## src/rtl/ps2_kbd_slave.sv

```systemverilog
// ps2_kbd_slave: PS/2 keyboard receiver with a scan-code FIFO, exposed as a
// bus slave on the CPU data bus.
//
// Ports:
//   clk, reset     system clock, asynchronous active-high reset
//   ps2_clk/data   raw PS/2 lines from the keyboard (asynchronous)
//   stb, we, addr  bus strobe (already address-decoded), write enable, offset
//   data_i         bus write data
//   data_o         registered bus read data, valid while ack=1
//   ack            one-cycle acknowledge, one per access
//
// Register map (addr[3:2]):
//   0 DATA    read pops FIFO head into [7:0] (0 when empty); writes ignored
//   1 STATUS  bit0 not-empty, bit1 ovf, bit2 perr, [15:8] count
//   2 CTRL    write bit0 clears ovf/perr, bit1 flushes FIFO; reads 0
//   3 -       reads 0, writes ignored
module ps2_kbd_slave #(
  parameter int FIFO_DEPTH = 8,
  parameter int TIMEOUT    = 100000
) (
  input  logic        clk,
  input  logic        reset,
  input  logic        ps2_clk,
  input  logic        ps2_data,
  input  logic        stb,
  input  logic        we,
  input  logic [3:0]  addr,
  input  logic [31:0] data_i,
  output logic [31:0] data_o,
  output logic        ack
);

  localparam int PW = $clog2(FIFO_DEPTH);
  localparam int CW = PW + 1;
  localparam int TW = $clog2(TIMEOUT);
  localparam logic [TW-1:0] TO_MAX = TW'(TIMEOUT - 1);
  localparam logic [CW-1:0] FULL_CNT = CW'(FIFO_DEPTH);

  // ---------------- synchronisers and edge detect ----------------
  logic [1:0] kclk_sync, kdat_sync;
  logic       kclk_prev;
  logic       fall, bit_in;

  always_ff @(posedge clk or posedge reset) begin
    if (reset) begin
      kclk_sync <= 2'b11;
      kdat_sync <= 2'b11;
      kclk_prev <= 1'b1;
    end else begin
      kclk_sync <= {kclk_sync[0], ps2_clk};
      kdat_sync <= {kdat_sync[0], ps2_data};
      kclk_prev <= kclk_sync[1];
    end
  end

  assign fall   = kclk_prev & ~kclk_sync[1];
  assign bit_in = kdat_sync[1];

  // ---------------- frame receiver ----------------
  typedef enum logic [1:0] {IDLE, RECV, CHECK} rx_state_t;

  rx_state_t        state;
  logic [9:0]       shreg;   // {stop, parity, data[7:0]} once the frame is in
  logic [3:0]       bitcnt;
  logic [TW-1:0]    tmo;
  logic             frame_ok, push, perr_set;

  always_ff @(posedge clk or posedge reset) begin
    if (reset) begin
      state  <= IDLE;
      shreg  <= '0;
      bitcnt <= '0;
      tmo    <= '0;
    end else begin
      case (state)
        IDLE: begin
          if (fall && !bit_in) begin
            state  <= RECV;
            bitcnt <= '0;
            tmo    <= '0;
          end
        end
        RECV: begin
          if (fall) begin
            shreg <= {bit_in, shreg[9:1]};
            tmo   <= '0;
            if (bitcnt == 4'd9) state <= CHECK;
            else                bitcnt <= bitcnt + 4'd1;
          end else if (tmo == TO_MAX) begin
            state <= IDLE;           // stalled keyboard: drop partial frame silently
          end else begin
            tmo <= tmo + TW'(1);
          end
        end
        CHECK:   state <= IDLE;
        default: state <= IDLE;
      endcase
    end
  end

  // Odd parity over data+parity, and the stop bit must be high.
  assign frame_ok = (^shreg[8:0]) & shreg[9];
  assign push     = (state == CHECK) & frame_ok;
  assign perr_set = (state == CHECK) & ~frame_ok;

  // ---------------- bus decode ----------------
  logic        access, pop, flush, clr;
  logic [1:0]  sel;
  logic [31:0] rd_word;
  logic [CW-1:0] count;
  logic [PW-1:0] rd_ptr, wr_ptr;
  logic [7:0]  mem [FIFO_DEPTH];
  logic        ovf, perr;
  logic        full, push_ok, ovf_set;
  logic [7:0]  count8;
  logic        unused;

  assign unused = ^{addr[1:0], data_i[31:2]};

  // The access takes effect at the edge that raises ack.
  assign access = stb & ~ack;
  assign sel    = addr[3:2];
  assign pop    = access & ~we & (sel == 2'd0) & (count != '0);
  assign flush  = access &  we & (sel == 2'd2) & data_i[1];
  assign clr    = access &  we & (sel == 2'd2) & data_i[0];
  assign count8 = 8'(count);

  always_comb begin
    rd_word = '0;
    case (sel)
      2'd0: if (count != '0) rd_word[7:0] = mem[rd_ptr];
      2'd1: rd_word = {16'd0, count8, 5'd0, perr, ovf, count != '0};
      default: rd_word = '0;
    endcase
  end

  always_ff @(posedge clk or posedge reset) begin
    if (reset) begin
      ack    <= 1'b0;
      data_o <= '0;
    end else begin
      ack <= access;
      if (access) data_o <= we ? 32'd0 : rd_word;
    end
  end

  // ---------------- FIFO ----------------
  // A simultaneous pop frees the slot, so a push into a full FIFO still lands.
  assign full    = (count == FULL_CNT);
  assign push_ok = push & (~full | pop);
  assign ovf_set = push & full & ~pop;

  always_ff @(posedge clk) begin
    if (push_ok && !flush) mem[wr_ptr] <= shreg[7:0];
  end

  always_ff @(posedge clk or posedge reset) begin
    if (reset) begin
      rd_ptr <= '0;
      wr_ptr <= '0;
      count  <= '0;
      ovf    <= 1'b0;
      perr   <= 1'b0;
    end else begin
      if (flush) begin
        rd_ptr <= '0;
        wr_ptr <= '0;
        count  <= '0;
      end else begin
        if (push_ok) wr_ptr <= wr_ptr + PW'(1);
        if (pop)     rd_ptr <= rd_ptr + PW'(1);
        if (push_ok && !pop)      count <= count + CW'(1);
        else if (!push_ok && pop) count <= count - CW'(1);
      end
      // Set events take priority over a coincident clear.
      if (ovf_set)  ovf <= 1'b1;
      else if (clr) ovf <= 1'b0;
      if (perr_set) perr <= 1'b1;
      else if (clr) perr <= 1'b0;
    end
  end

endmodule

```

## config.mk

```make
export PLATFORM = sky130hd
export DESIGN_NAME = ps2_kbd_slave
export DESIGN_NICKNAME = d
export VERILOG_FILES = /design/src/rtl/ps2_kbd_slave.sv
export SDC_FILE = /design/constraint.sdc
export NUM_CORES = 1
export LEC_CHECK = 0
export ABC_AREA = 0
export BUFFER_PORTS_ARGS = -buffer_cell sky130_fd_sc_hd__buf_2
export CORE_UTILIZATION = 60
export CTS_CLUSTER_DIAMETER = 120
export DETAILED_ROUTE_END_ITERATION = 8
export PLACE_DENSITY = 0.87
export SYNTH_ARGS = -nofsm -noshare
export SYNTH_HDL_FRONTEND = slang
export SYNTH_SLANG_ARGS = --single-unit
```

## constraint.sdc

```tcl
create_clock -name clk -period 4.3 [get_ports clk]
set_input_delay 0.43 -clock clk [delete_from_list [all_inputs] [get_ports clk]]
set_output_delay 0.43 -clock clk [all_outputs]
set_load 0.03 [all_outputs]
```

# Yosys cells after proc, flatten, opt, wreduce, memory -nomap -nowiden
# Memory sizes are Yosys's and may differ from the RTL's.
# Cells that the tools add are included.
[totals] output_inout_bits=33 regBits=83 mem_count=1 ramBits=64 in_bits=42
[op_classes] reduce_logical=22 n_mux=29 n_eq_ne=13 bitwise=22 add_sub_neg=6
[mem_list] name="mem" words=8 width=8 read_ports=1 rd_clocked_by_memory_dff=0 wr=1 line="112" source="logic [7:0] mem [FIFO_DEPTH];"
[ops] operator="$mux 17" count=3
[ops] operator="$pmux 17 s2" count=1
[ops] operator="$mux 32" count=1
[ops] operator="$mux 4" count=7
[ops] operator="$add 17x1->17 const B" count=1
[ops] operator="$eq 17x17->1 const B" count=1
[ops] operator="$pmux 8 s2" count=1
[ops] operator="$and 1x1->1" count=15
[ops] operator="$mux 3" count=4
[ops] operator="$reduce_bool 2->1" count=5
[ops] operator="$ne 3x3->1 const B" count=3
[ops] operator="$reduce_xor 9->1" count=1
[ops] operator="$add 4x1->4 const B" count=2
[ops] operator="$eq 4x4->1 const B" count=2
[ops] operator="$mux 2" count=4
[ops] operator="$mux 8" count=1
[ops] operator="$pmux 4 s2" count=1
[ops] operator="$add 3x1->3 const B" count=2
[ops] operator="$ne 2x2->1 const B" count=3
[ops] operator="$not 1->1" count=6
[ops] operator="$reduce_and 3->1" count=2
[ops] operator="$mux 1" count=5
[ops] operator="$eq 2x1->1 const B" count=2
[ops] operator="$eq 2x2->1 const B" count=2
[ops] operator="other kinds (10)" count=17

# Longest topological paths before layout
# Gate-level depths: netlist of run 1.
[depth] depth_word=12 depth_mapped=10 ltp_nobuf=10

# Worst setup path before layout of run 1
# Ideal clock, no wire load.
[synth_path] kind="flip-flop to flip-flop" start="register ack" end="memory mem[0][0], enable pin" required_time_ns=3.917 period_less_slack_ns=2.829 arrival_time_ns=2.446 slack_ns=1.471 path_stages_with_launch=6 setup_time_ns=0.383 path_cell_list="dfrtp_1 -> or3b_4 -> nor4_4 -> nor2_1 -> or4_1 -> nor3_1"
[synth_between] elab_chain_cells=10 word_cells_on_any_way=14 cone_classes="2 x mux; 10 x bitwise; 2 x reduce/logical"
[synth_rtl] element="start, declared" line="30" source="output logic ack"
[synth_rtl] element="start signal, assigned" line="142" source="ack <= access;"
[synth_rtl] element="$not 1->1 (*)" line="121" source="assign access = stb & ~ack;"
[synth_rtl] element="$and 1x1->1 (*)" line="121"
[synth_rtl] element="$and 1x1->1 (3 in a row)" line="123" source="assign pop = access & ~we & (sel == 2'd0) & (count != '0);"
[synth_rtl] element="$or 1x1->1" line="150" source="assign push_ok = push & (~full | pop);"
[synth_rtl] element="$and 1x1->1" line="150"
[synth_rtl] element="$logic_and 1x1->1 (*)" line="154" source="if (push_ok && !flush) mem[wr_ptr] <= shreg[7:0];"
[synth_rtl] element="$mux 1 (*)" line="154"
[synth_rtl] element="$mux 1 (not written as such) (*)" line="154"
[synth_rtl] element="end, declared" line="112"
# Mark *: on every way between the ends. The rest lies on a longest branch, timed or not.

# Worst setup path in the final report of run 1
[layout_path] start="register count[0]" end="register count[3]"
[layout_between] elab_chain_cells=7 word_cells_on_any_way=16 cone_classes="2 x add/sub; 1 x eq/ne; 3 x mux; 4 x bitwise; 6 x reduce/logical"
[layout_rtl] element="start, declared" line="110" source="logic [CW-1:0] count;"
[layout_rtl] element="start signal, assigned" line="172" source="if (push_ok && !pop) count <= count + CW'(1);"
[layout_rtl] element="start signal, assigned" line="173" source="else if (!push_ok && pop) count <= count - CW'(1);"
[layout_rtl] element="$reduce_bool 4->1 or $eq 4x4->1 (tied branches)" line="123, 149"
[layout_rtl] element="$and 1x1->1 or $not 1->1 (tied branches)" line="123, 150"
[layout_rtl] element="$or 1x1->1" line="150"
[layout_rtl] element="$and 1x1->1" line="150"
[layout_rtl] element="$logic_and 1x1->1 or $logic_not 1->1 (tied branches)" line="172, 173"
[layout_rtl] element="$mux 4 or $logic_and 1x1->1 (tied branches)" line="172, 173"
[layout_rtl] element="$mux 4 or $reduce_bool 3->1 (tied branches)"
# Several ways; a longest one is shown, not always the timed one. The select of a mux whose other input is x is not followed.
# A chain may end at the register's enable or synchronous reset.

==> run_results.csv, run 1 <==
group,metric,value,unit
logic_synthesis,synthTopCellsByArea,"edfxtp_1, dfrtp_1, mux4_2",
pwr,p_clk_share,32.7,%
logic_synthesis,seq_area_frac_synth,61.0,%
job,maxCapViolCount,0,
worst_setup_path,crit_chain,"nor4_1 > or4_1 > nand3_1 > ha_1 > a21o_1 > a21oi_1 > nor3_1 > mux2_2 > o22ai_1",
worst_setup_path,setup.worst_path.class,"register to register",
logic_synthesis,synth-seq-cells,127,
placement,dp_hpwl,6.93,mm
pwr,peakVddDrop,0.000321,V
routing,viasPerCell,6.21,
global_route,track_usage,27.0,%
logic_synthesis,syn_area,5750,um^2
sta,fin_setup_tns,0,ps
finish,antennaDiodeCount,0,
die,core,9240,um^2
finish,nFillCells,533,
finish,syn2layout_area_growth,12.8,%
logic_synthesis,synth_cells,427,
global_route,grt_pass1_vias,3793,
sta,worst_pin_slew,1110,ps
sta,min_period,3460,ps
clock_network,cts_tree,"done",
pwr,power.share.sequential,44.4,%
clock_network,cts-buffers-inserted,17,
die,die_area,9970,um^2
logic_synthesis,async_reset_ff_share,49.6,%
sta,slew_headroom,26.0,%
logic_synthesis,ys_top_cells_by_count,"edfxtp_1, dfrtp_1, nand2_1",
finish,ff_latch_area,3500,um^2
routing,ant_nets,0,
run_status,status,"finished, final reports clean",
logic_synthesis,synth_top_flop_cell,"edfxtp_1",
logic_synthesis,avgSynthCellArea,13.5,um^2
pwr,pwr-share-comb,22.9,%
worst_setup_path,critPathCaptureType,"register",
worst_setup_path,crit_family,"simple AND/OR/NAND/NOR gates",
worst_setup_path,arrival,3890,ps
pwr,p_leak,0.00258,uW
die,fp.dieH,99.9,um
sta,drv_slew,0,
sta,setup_viol,0,
placement,gp_congestion,0.809,
global_route,grt_max_degree,64,
sta,hold_viol,0,
global_route,grt_pass1_wl,19.6,mm
logic_synthesis,synth_area_leader_cell,"edfxtp_1",
logic_synthesis,synth.most_common_cell,"edfxtp_1",
global_route,overflow,0,
routing,num_vias,3748,
worst_setup_path,cp-start-kind,"register",
worst_setup_path,cpPeakStageDelay,900,ps
finish,multi_input_area,2070,um^2
routing,first_pass_iters,9,
clock_network,cts_buffer_depth,2,
clock_network,cts_setup_buffers,0,
routing,wl_per_cell,20.5,um
routing,drt-total-wl,12.4,mm
die,ios,75,
pwr,p_per_area,616,nW/um^2
logic_synthesis,yosys_warnings,0,
routing,drtIter0Drc,350,
clock_network,cts.clk_slew.worst_paths,60,ps
worst_hold_path,hold_class,"primary input to async pin",
clock_network,cts_root_buf,"clkbuf_8",
worst_setup_path,cp_max_fo,10,
clock_network,cts_sinks,127,
die,die_w,99.9,um
clock_network,clk_latency,520,ps
logic_synthesis,synth-edff-count,64,
pwr,internal-power,2670,uW
sta,setup_ws,839,ps
sta,rsz0062_at_grt,"no",
logic_synthesis,ys_types,54,
sta,clock.fmax,289,MHz
placement,numPortBuffers,22,
global_route,antenna_found_initial,0,
die,initial_utilization,62.2,%
clock_network,h-tree-depth,4,
pwr,switching_power,1320,uW
sta,finClkSkew,12.2,ps
worst_setup_path,crit_buf_inv,0,
finish,drive_gt1_share,21.5,%
placement,pre_cts_slack,1090,ps
routing,drc,0,
logic_synthesis,yosys.area.top_type_share,33.4,%
die,rows,35,
worst_setup_path,crit_required,4730,ps
sta,fin_crit_sh,80.5,%
sta,finalHoldWorstSlack,130,ps
pwr,sw_frac_of_total,33.0,%
finish,nets,512,
worst_setup_path,crit_path_top_delay_cell,"nor4_1",
[path summary, 6_finish.rpt]
kind | startpoint | to | slack (ps) | depth (start not counted)
setup / recovery | count[0] | count[3] | 840 | 9
hold / removal | reset | tmo[16] | 130 | 3
setup reg to reg | count[0] | count[3] | 840 | 9
hold reg to reg | kdat_sync[0] | kdat_sync[1] | 360 | 0
max in group asynchronous | reset | shreg[7] | 3620 | 3
min in group clk | addr[3] | data_o[0] | 210 | 2
[metal layers]
layer,track usage [%],vias up,part of all wire (%)
met5,0,-,0
met3,6.89,43,8.1
li1,-,1617,-
met4,13.0,0,2.9
met2,45.8,253,53
met1,32.3,1835,36
[registers in the layout, summed over array words and instances (netlist names)]
register,cells
ack,1
bitcnt,4
count,4
data_o,12
kclk_prev,1
kclk_sync,2
kdat_sync,2
mem,64
ovf,1
perr,1
rd_ptr,3
shreg,10
state,2
tmo,17
wr_ptr,3
[power groups by stage]
stage	sequential [uW]	clock (uW)	combinational (uW)
global placement	1760	0	821
floorplan	1670	0	768
finish	1770	1310	913
detailed placement	1790	0	856
global route	1810	1360	976
CTS	1770	1310	913
[cell usage in the layout, fill, tap and decap left out, types with 9 or more instances in the layout]
master | netlist | final
nand2b_1 | 9 | 9
buf_2 | 3 | 22
inv_1 | 10 | 9
mux2_2 | 11 | 11
conb_1 | 1 | 20
nand4_1 | 12 | 12
nand3_1 | 10 | 10
o21ai_0 | 21 | 21
dfrtp_1 | 58 | 58
mux2i_1 | 13 | 13
edfxtp_1 | 64 | 64
clkbuf_16 | 0 | 16
mux4_2 | 16 | 16
a21oi_1 | 14 | 14
nand2_1 | 35 | 35
nor2_1 | 28 | 28
xor2_1 | 12 | 12
[what timing repair did]
item,in CTS,in global routing
resized for setup,0,0
endpoints found under the setup margin,0,0
hold buffers,2,0
endpoints found under the hold margin,2,0
[through the flow]
step	instances	utilization [%]	total power, uW	cell area (um^2)
2_1_floorplan	446	-	2440	5820
3_3_place_gp	570	64.1	2580	5920
3_5_place_dp	570	64.1	2640	5920
4_1_cts	604	70.2	3990	6480
5_1_grt	604	70.2	4150	6480
6_report	604	70.2	3990	6480
[worst register-to-register path, stage by stage, from the launching register on]
cell and delay, ps:
dfrtp_1 440, nor4_1 900, or4_1 460, nand3_1 220, ha_1 360, a21o_1 200
a21oi_1 270, nor3_1 100, mux2_2 290, o22ai_1 140
[logic make-up (layout without fill, tap and decap cells)]
| family | after synthesis | count (layout) | share of synthesized area [%] |
|---|---|---|---|
| buf+inv | 42 | 71 | 4.18 |
| compound gates | 54 | 54 | 5.92 |
| fa+ha+maj | 8 | 8 | 1.87 |
| mux | 42 | 42 | 11.2 |
| simple gates | 133 | 133 | 12.2 |
| flops | 127 | 127 | 61.0 |
| xor+xnor | 20 | 20 | 3.57 |
| other cells | 1 | 20 | 0.0653 |
[area by class of cell]
class	count	area share (%)
sequential	127	54.1
clock inverter	15	1.95
multi-input combinational	277	32.0
tap	129	2.49
clock buffer	17	6.39
inverter	10	0.579
timing repair buffer	29	2.59
(Power assumes the default switching activity.)
==> run 2: changes to the inputs <==
--- a/config.mk
+++ b/config.mk
@@ -7,10 +7,10 @@
 export LEC_CHECK = 0
 export ABC_AREA = 0
 export BUFFER_PORTS_ARGS = -buffer_cell sky130_fd_sc_hd__buf_2
-export CORE_UTILIZATION = 60
+export CORE_UTILIZATION = 58
 export CTS_CLUSTER_DIAMETER = 120
 export DETAILED_ROUTE_END_ITERATION = 8
-export PLACE_DENSITY = 0.87
+export PLACE_DENSITY = 0.85
 export SYNTH_ARGS = -nofsm -noshare
 export SYNTH_HDL_FRONTEND = slang
 export SYNTH_SLANG_ARGS = --single-unit
==> constraint.sdc (replaced) <==
create_clock -name clk -period 3.56 [get_ports clk]
set_input_delay 0.356 -clock clk [delete_from_list [all_inputs] [get_ports clk]]
set_output_delay 0.356 -clock clk [all_outputs]
set_load 0.03 [all_outputs]
==> run 2 against run 1 <==
  * Fmax increased by 12%
  * Via count decreased by 0.32%
  * Worst hold slack got worse by 86 ps
  * Die area increased by 3.4%
  * Sequential share of layout area decreased by 0.84 points
  * Non-clock buffer count increased by 12
  * First-iteration DRC count decreased by 4.3%
  * Flip-flop and latch count unchanged
  * Wire length decreased by 3.1%
  * Count of clock-buffer cells in the layout unchanged
  * Largest cell class unchanged
==> run_results.csv, run 2 (same netlist as run 1, synthesis figures left out) <==
group,metric,value,unit
worst_setup_path,reg2reg_depth,10,
worst_setup_path,arrival,3510,ps
sta,fin_crit_sh,86.7,%
worst_setup_path,r2r_slack,470,ps
worst_setup_path,cpPeakStageDelay,580,ps
sta,fin_setup_tns,0,ps
finish,final_common_cell,"edfxtp_1",
routing,wl_met1,4.58,mm
sta,slew_headroom,38.4,%
clock_network,clk_latency,510,ps
placement,dp_hpwl,7.50,mm
routing,wl_met2,6.36,mm
routing,first_pass_iters,6,
finish,utilization,70.0,%
routing,ant_nets,0,
routing,drtIter0Drc,335,
finish,antennaDiodeCount,0,
finish,top_register,"mem",
worst_setup_path,cp_max_fo,10,
sta,worst_pin_slew,922,ps
routing,routed.top_layer,"met4",
placement,gp_congestion,0.787,
die,rows,35,
finish,nFillCells,567,
clock_network,h-tree-depth,4,
die,ios,75,
sta,clock.fmax,324,MHz
global_route,antenna_found_initial,0,
die,initial_utilization,61.0,%
finish,reg_top3,"mem (64), tmo (17), data_o (12)",
worst_setup_path,crit_chain,"xor2_1 > xnor3_2 > mux2_4 > nand3_1 > ha_1 > a21o_1 > a21oi_1 > nor3_1 > mux2_2 > o22ai_1",
die,die_w,102,um
worst_setup_path,setup.worst_path.class,"register to register",
finish,largest_reg_flops,64,
die,core,9420,um^2
sta,min_period,3090,ps
pwr,peakVddDrop,0.000300,V
finish,nets,524,
sta,setup_viol,0,
finish,syn2layout_area_growth,14.6,%
global_route,overflow,0,
sta,finClkSkew,6.42,ps
finish,drive_gt1_share,23.4,%
sta,hold_viol,0,
routing,wl_met3,845,um
routing,wl_per_cell,19.5,um
global_route,track_usage,25.5,%
pwr,p_leak,0.00265,uW
finish,layout_common_cells,"edfxtp_1, dfrtp_1, nand2_1",
global_route,grt_max_degree,46,
clock_network,cts_tree,"done",
clock_network,cts_sinks,127,
clock_network,cts_root_buf,"clkbuf_8",
routing,viasPerCell,6.06,
global_route,grt_pass1_vias,3726,
sta,rsz0062_at_grt,"no",
die,fp.dieH,102,um
pwr,p_per_area,733,nW/um^2
clock_network,cts-buffers-inserted,17,
run_status,status,"finished, final reports clean",
routing,num_vias,3736,
worst_setup_path,crit_required,3980,ps
worst_setup_path,regToRegStartpoint,"shreg[0]",
job,maxCapViolCount,0,
routing,drc,0,
routing,drt-total-wl,12.0,mm
worst_setup_path,crit_path_top_delay_cell,"dfrtp_1",
sta,drv_slew,0,
worst_hold_path,hold_class,"primary input to async pin",
die,die_area,10300,um^2
clock_network,cts.clk_slew.worst_paths,60,ps
global_route,grt_pass1_wl,19.4,mm
worst_setup_path,critPathCaptureType,"register",
worst_setup_path,reg2reg_to,"count[3]",
clock_network,cts_buffer_depth,2,
placement,numPortBuffers,22,
worst_setup_path,cp-start-kind,"register",
[run 2: changes by cell type in the layout (fill, tap and decap cells not counted)]
cell,change
buf_4,+12
clkinv_2,-1
clkinvlp_4,-1
inv_6,-1
inv_8,+3
[run 2: final cells by class]
cell class / count / area (um^2) / share of cell area [%]
clock buffer: 17 / 414 / 6.29
sequential: 127 / 3500 / 53.2
clock inverter: 15 / 139 / 2.11
tap: 129 / 161 / 2.45
multi-input combinational: 277 / 2070 / 31.5
inverter: 10 / 37.5 / 0.570
timing repair buffer: 41 / 258 / 3.91
[run 2: layer usage]
metal / GRT usage (%) / vias to the layer above
met5: 0 / -
met1: 31.0 / 1836
met3: 6.14 / 28
met4: 9.25 / 0
li1: - / 1653
met2: 44.4 / 219
[run 2: critical path, delay by kind of cell, from the launching register on]
family / cells / cell delay (ps)
AND/OR/NAND/NOR: 2 / 230
XOR/XNOR: 2 / 690
multiplexers: 2 / 690
adder cells (fa/ha/maj): 1 / 250
AO/OA/AOI/OAI: 3 / 560
flip-flops: 1 / 580
[run 2: worst max-delay path by stage]
stage | startpoint | to | depth (start not counted) | slack (ps)
3_5_place_dp | shreg[5] | count[3] | 10 | 610
2_1_floorplan | ack | mem[0][0] | 5 | 730
6_report | shreg[0] | count[3] | 10 | 470
4_1_cts | shreg[0] | count[3] | 10 | 510
5_1_grt | shreg[0] | count[3] | 10 | 300
3_3_place_gp | shreg[5] | count[3] | 10 | 730
[run 2: metrics by stage]
step                hold WS [ps]  instances  worst slack, ps  power, uW  area (um^2)
global route                 107        616              301       5040         6590
detailed placement           347        582              612       3220         6010
finish                      44.6        616              473       4830         6590
floorplan                    345        446              731       2950         5820
global placement             346        582              726       3130         6010
CTS                         62.2        616              509       4850         6590
[run 2: report_power, final]
group | internal [uW] | leakage [uW] | switching, uW
sequential | 1800 | 0.00140 | 319
combinational | 560 | 0.000985 | 545
clock | 889 | 0.000268 | 712
[run 2: repair_timing]
item	in CTS	in global routing
resized for setup	0	0
endpoints found under the hold margin	2	0
hold buffers	2	0
setup buffers	0	0
